`src/rtl/seg7_scan_capture.sv`:
```
// seg7_scan_capture: receive side of a multiplexed 7-segment scan.
// Samples an/seg, waits for each scan slot to settle and decodes the glyph back into a hex nibble.
// It then rebuilds the 4-digit value and flags bad glyphs and overlapping anodes.
// Optional stale-display watchdog: define SEG7_CAPTURE_STALE_EN.
module seg7_scan_capture #(
    parameter int STABLE_CYCLES = 4,
    parameter bit ACTIVE_LOW    = 1'b1,
    parameter int STALE_CYCLES  = 2**20
) (
    input  logic        clk,
    input  logic        btnC,
    input  logic [3:0]  an,
    input  logic [6:0]  seg,
    output logic [15:0] digits,
    output logic [3:0]  digit_valid,
    output logic [3:0]  bad_pattern,
    output logic        frame_done,
    output logic        multi_anode_err
);

    localparam int              CW       = $clog2(STABLE_CYCLES + 1);
    localparam logic [CW-1:0]   CNT_MAX  = CW'(STABLE_CYCLES);
    localparam logic [CW-1:0]   CNT_PRE  = CW'(STABLE_CYCLES - 1);
    // Inactive pin level, so a fresh reset never looks like a lit digit
    localparam logic [10:0]     IDLE_LVL = ACTIVE_LOW ? 11'h7FF : 11'h000;

    // Glyph lookup on active-low segment codes {g,f,e,d,c,b,a}; returns {hit, nibble}
    function automatic logic [4:0] decode_glyph(input logic [6:0] code);
        logic [4:0] r;
        case (code)
            7'b1000000: r = {1'b1, 4'h0};
            7'b1111001: r = {1'b1, 4'h1};
            7'b0100100: r = {1'b1, 4'h2};
            7'b0110000: r = {1'b1, 4'h3};
            7'b0011001: r = {1'b1, 4'h4};
            7'b0010010: r = {1'b1, 4'h5};
            7'b0000010: r = {1'b1, 4'h6};
            7'b1111000: r = {1'b1, 4'h7};
            7'b0000000: r = {1'b1, 4'h8};
            7'b0010000: r = {1'b1, 4'h9};
            7'b0001000: r = {1'b1, 4'hA};
            7'b0000011: r = {1'b1, 4'hB};
            7'b1000110: r = {1'b1, 4'hC};
            7'b0100001: r = {1'b1, 4'hD};
            7'b0000110: r = {1'b1, 4'hE};
            7'b0001110: r = {1'b1, 4'hF};
            default:    r = {1'b0, 4'h0};
        endcase
        return r;
    endfunction

    logic [10:0]   sync1_q, sync1_d, sync2_q, sync2_d;
    logic [CW-1:0] cnt_q, cnt_d;
    logic [15:0]   digits_q, digits_d;
    logic [3:0]    valid_q, valid_d;
    logic [3:0]    bad_q, bad_d;
    logic [3:0]    seen_q, seen_d;
    logic          frame_done_q, frame_done_d;
    logic          multi_q, multi_d;

    logic [10:0]   samp_n;
    logic [3:0]    an_act;
    logic [6:0]    seg_code;
    logic          capture;
    logic [1:0]    idx;

`ifdef SEG7_CAPTURE_STALE_EN
    localparam int            SW        = $clog2(STALE_CYCLES + 1);
    localparam logic [SW-1:0] STALE_PRE = SW'(STALE_CYCLES - 1);
    logic [SW-1:0] stale_q, stale_d;
`else
    // No watchdog in this build; the empty block only keeps STALE_CYCLES referenced
    if (STALE_CYCLES < 1) begin : g_stale_cfg_unused
    end
`endif

    // Synchronizer inputs and polarity normalisation (active-high internally after sync)
    always_comb begin
        sync1_d  = {an, seg};
        sync2_d  = sync1_q;
        samp_n   = ACTIVE_LOW ? ~sync2_q : sync2_q;
        an_act   = samp_n[10:7];
        seg_code = ~samp_n[6:0];
    end

    // Stability counter: the sample entering the second flop is compared with the settled one,
    // so the window closes 2 + STABLE_CYCLES clocks after a pin change
    always_comb begin
        cnt_d   = cnt_q;
        capture = 1'b0;
        if (sync1_q != sync2_q) begin
            cnt_d = '0;
        end else if (cnt_q != CNT_MAX) begin
            cnt_d   = cnt_q + 1'b1;
            capture = (cnt_q == CNT_PRE);
        end
    end

    // Index of the single active anode (only meaningful when exactly one is lit)
    always_comb begin
        idx = 2'd0;
        for (int k = 0; k < 4; k++) begin
            if (an_act[k]) idx = 2'(k);
        end
    end

    // Capture update: glyph decode, seen-mask/frame tracking, anode overlap and optional watchdog
    always_comb begin
        logic [4:0] dec;
        logic [3:0] seen_new;
        digits_d     = digits_q;
        valid_d      = valid_q;
        bad_d        = bad_q;
        seen_d       = seen_q;
        multi_d      = multi_q;
        frame_done_d = 1'b0;
        dec          = decode_glyph(seg_code);
        seen_new     = seen_q;
        if (capture) begin
            if ($onehot(an_act)) begin
                if (dec[4]) begin
                    digits_d[4*idx +: 4] = dec[3:0];
                    valid_d[idx]         = 1'b1;
                    bad_d[idx]           = 1'b0;
                end else begin
                    valid_d[idx] = 1'b0;
                    bad_d[idx]   = 1'b1;
                end
                seen_new = seen_q | an_act;
                if (seen_new == 4'hF) begin
                    frame_done_d = 1'b1;
                    seen_d       = 4'h0;
                end else begin
                    seen_d = seen_new;
                end
            end else if (an_act != 4'h0) begin
                multi_d = 1'b1;
            end
        end
`ifdef SEG7_CAPTURE_STALE_EN
        stale_d = stale_q + 1'b1;
        if (frame_done_d) begin
            stale_d = '0;
        end else if (stale_q == STALE_PRE) begin
            stale_d = '0;
            valid_d = 4'h0;
        end
`endif
    end

    // State registers, asynchronously cleared by btnC low
    always_ff @(posedge clk or negedge btnC) begin
        if (!btnC) begin
            sync1_q      <= IDLE_LVL;
            sync2_q      <= IDLE_LVL;
            cnt_q        <= '0;
            digits_q     <= 16'h0;
            valid_q      <= 4'h0;
            bad_q        <= 4'h0;
            seen_q       <= 4'h0;
            frame_done_q <= 1'b0;
            multi_q      <= 1'b0;
`ifdef SEG7_CAPTURE_STALE_EN
            stale_q      <= '0;
`endif
        end else begin
            sync1_q      <= sync1_d;
            sync2_q      <= sync2_d;
            cnt_q        <= cnt_d;
            digits_q     <= digits_d;
            valid_q      <= valid_d;
            bad_q        <= bad_d;
            seen_q       <= seen_d;
            frame_done_q <= frame_done_d;
            multi_q      <= multi_d;
`ifdef SEG7_CAPTURE_STALE_EN
            stale_q      <= stale_d;
`endif
        end
    end

    assign digits          = digits_q;
    assign digit_valid     = valid_q;
    assign bad_pattern     = bad_q;
    assign frame_done      = frame_done_q;
    assign multi_anode_err = multi_q;

endmodule

```
`config.mk`:
```
export PLATFORM = sky130hd
export DESIGN_NAME = seg7_scan_capture
export DESIGN_NICKNAME = d
export VERILOG_FILES = /design/src/rtl/seg7_scan_capture.sv
export SDC_FILE = /design/constraint.sdc
export NUM_CORES = 1
export LEC_CHECK = 0
export BUFFER_PORTS_ARGS = -buffer_cell sky130_fd_sc_hd__buf_2
export CAP_MARGIN = 0
export CORE_AREA = 2 2 85 87
export DETAILED_ROUTE_END_ITERATION = 7
export DIE_AREA = 0 0 87 89
export GPL_ROUTABILITY_DRIVEN = 1
export SYNTH_ARGS = -nofsm -noshare
export SYNTH_HDL_FRONTEND = slang
export SYNTH_SLANG_ARGS = --single-unit
```
`constraint.sdc`:
```
create_clock -name clk -period 3.1 [get_ports clk]
set_clock_uncertainty 0.05 [all_clocks]
set_input_delay 0.31 -clock clk [delete_from_list [all_inputs] [get_ports clk]]
set_output_delay 0.31 -clock clk [all_outputs]
set_load 0.02 [all_outputs]
```
==> results.py <==
metrics = {
    "finish": {
        "fin_cells": 354,
        "drive_gt1_share_pct": 40.5,
        "final_common_cell": "buf_2",
        "final_cell_mix": "38 x buf_2, 33 x dfrtp_1, 22 x dfstp_2, 18 x inv_1, 16 x buf_4",
        "syn_to_final_growth_pct": 18.4,
        "nFillCells": 618,
        "register_area_mm2": 0.00140,
        "multi_input_comb_area_mm2": 0.00118,
        "final_area_mm2": 0.00315,
        "fin_nets": 293,
        "antenna-diode-count": 0,
    },
    "synthesis": {
        "yosys.area.top_type_share_pct": 31.1,
        "ys_top_cells_by_area": "dfrtp_1 31%, dfstp_2 22%, a311oi_4 4.0%",
        "async_reset_ff_share_pct": 100,
        "synthesis.area_mm2": 0.00266,
        "synth_area_leader_cell": "dfrtp_1",
        "synthFlopType": "dfrtp_1",
        "yosysWarningCount": 0,
        "synth_seq_cells": 55,
        "synth.avg_cell_area_um2": 12.0,
        "yosysSeqAreaShare_pct": 52.8,
        "syn_inst": 221,
        "synth_cell_types": 55,
        "syn_nets": 241,
        "synth_edf_count": 0,
    },
    "timing": {
        "grt_setup_unrepaired": "yes",
        "hold_viol": 0,
        "fmax_mhz": 321,
        "drv_slew": 0,
        "period_minus_slack_ns": 3.12,
        "min_period_over_period_pct": 101,
        "fin_ws_ns": -0.0198,
        "setup_viol": 4,
        "relSlewSlack_pct": 46.6,
        "worst_pin_slew_ns": 0.800,
    },
    "grt": {
        "antenna_found_initial": 0,
        "grt_usage_pct": 13.6,
        "grt_pass1_wl_um": 8340,
        "grt_max_degree": 37,
        "grt-ovfl-total": 0,
        "grt_pass1_vias": 1683,
    },
    "power": {
        "finalPower_mw": 1.26,
        "power.density_mw_per_mm2": 400,
        "leakage_nw": 1.44,
        "peakVddDrop_mv": 0.269,
    },
    "floorplanning": {
        "fp.dieW_um": 87,
        "die_h_um": 89,
        "core-area_mm2": 0.00672,
        "initial_core_util_pct": 39.6,
        "num_rows": 30,
        "die_area_mm2": 0.00774,
        "pin_count": 39,
    },
    "route": {
        "dr.first_iter.drc_count": 67,
        "via_count": 1825,
        "vias_per_cell": 5.16,
        "met3_length_um": 253,
        "wl_um": 5020,
        "drc_errors": 0,
        "drt_first_pass_iters": 4,
        "wl_met1_um": 2500,
        "top_layer": "met4",
        "wl_met2_um": 2210,
        "final_antenna_net_count": 0,
        "wl_per_cell_um": 14.2,
    },
    "setup_path": {
        "critPathRequiredTime_ns": 3.24,
        "critical_path_arrival_ns": 3.26,
        "crit_fanout": 6,
        "crit_type": "register to register",
        "max_stage_delay_ns": 0.55,
        "crit_path_cell_trace": "fa_1 > inv_1 > ha_2 > ha_4 > nor3b_4 > nand3_1 > or4_4 > a311oi_4 > mux2_1",
        "slowest_stage": "dfstp_2",
        "endpoint_kind": "register",
        "cp-start-kind": "register",
    },
    "clocking": {
        "clockRootBuffer": "clkbuf_8",
        "numCtsBuffers": 5,
        "clock_sinks": 55,
        "htree_levels": 2,
        "path_clk_slew_ns": 0.09,
        "clkLatencyLatePin_ns": 0.30,
        "hold_buffers": 0,
        "max-clock-path-buffers": 2,
        "tritoncts": "built",
    },
    "placed_design": {
        "place_hpwl_um": 3540,
        "dpl.cell_count": 343,
        "numPortBuffers": 38,
        "dpl-instance-area_mm2": 0.00300,
        "gp_congestion": 0.748,
    },
    "outcome": {
        "status": "finished with violations",
        "violations": "setup timing",
    },
    "hold_path": {
        "hold_path_class": "primary input to asynchronous set/reset pin",
    },
    "flow_run": {
        "maxCapViolCount": 0,
    },
}
==> cell type report <==
type                       count  share of cell area (%)
multi-input combinational    138                    37.5
clock inverter                 1                   0.159
inverter                      19                    2.26
tap                           80                    3.18
clock buffer                   7                    2.42
timing repair buffer          54                    9.85
sequential                    55                    44.6
==> through the flow <==
stage	setup slack [ns]	hold WS [ns]	setup TNS, ns	utilization [%]
global route	-0.134	0.0277	-1.50	46.9
CTS	-0.00703	0.0367	-0.00879	46.4
global placement	0.0392	0.313	0	44.7
detailed placement	-0.0248	0.314	-0.106	44.7
finish	-0.0198	0.0336	-0.0648	46.9
floorplan	-0.0119	-0.0356	-0.0625	-
==> logic make-up (layout without fill, tap and decap cells) <==
group                    count (synthesis)  after routing  synth area share, %
AO/OA/AOI/OAI                           41             41                 13.2
adder cells (fa/ha/maj)                  7              7                 3.58
AND/OR/NAND/NOR                         58             58                 13.2
multiplexers                            18             18                 7.67
flip-flops                              55             55                 52.8
buffers and inverters                   28             81                 4.61
XOR/XNOR                                14             14                 4.89
==> critical path: cells and delay by family, from the launching register on <==
family,cells,cell delay (ns)
AO/OA/AOI/OAI,1,0.34
multiplexers,1,0.35
flip-flops,1,0.55
adder cells (fa/ha/maj),3,0.80
AND/OR/NAND/NOR,3,0.86
buffers and inverters,1,0.07
==> cell usage after synthesis (all sizes together), types with 3 or more instances <==
cell type and n:
or2 3, dfstp 22, nor2 10, xnor2 13, a21oi 8, ha 6, nand2 8, nand3 8
dfrtp 33, o22ai 3, buf 5, nand4 3, o21ai 8, mux2 13, nor4 4, mux2i 5
clkbuf 4, a31oi 4, nand3b 3, a311oi 4, or3 5, inv 18
==> per-layer routing <==
| layer | track usage, % | up-vias |
|---|---|---|
| met2 | 19.6 | 45 |
| met3 | 3.05 | 5 |
| met5 | 0 | - |
| met4 | 3.84 | 0 |
| met1 | 20.5 | 885 |
| li1 | - | 890 |
==> what timing repair did <==
item	in CTS	in global routing
gates resized for setup	4	6
setup endpoints to repair	9	15
gates cloned	0	0
buffers inserted	2	1
pin swaps	0	1
==> final timing paths <==
path | start | to | slack [ns] | cells after the start
max reg2reg | sync2_q[8]$_DFF_PN1_ | digits[7]$_DFFE_PN0P_ | -0.02 | 9
max in group asynchronous | btnC | sync2_q[9]$_DFF_PN1_ | 2.16 | 2
min | btnC | digits[1]$_DFFE_PN0P_ | 0.03 | 1
max | sync2_q[8]$_DFF_PN1_ | digits[7]$_DFFE_PN0P_ | -0.02 | 9
min reg2reg | sync1_q[10]$_DFF_PN1_ | sync2_q[10]$_DFF_PN1_ | 0.33 | 0
min in group clk | seg[3] | sync1_q[3]$_DFF_PN1_ | 0.05 | 1
==> report_power, final <==
| part | internal, mW | switching (mW) |
|---|---|---|
| sequential | 0.744 | 0.0248 |
| clock | 0.159 | 0.214 |
| combinational | 0.0545 | 0.0635 |
| total | 0.958 | 0.303 |
No activity file was read; power rests on OpenSTA's default activity.
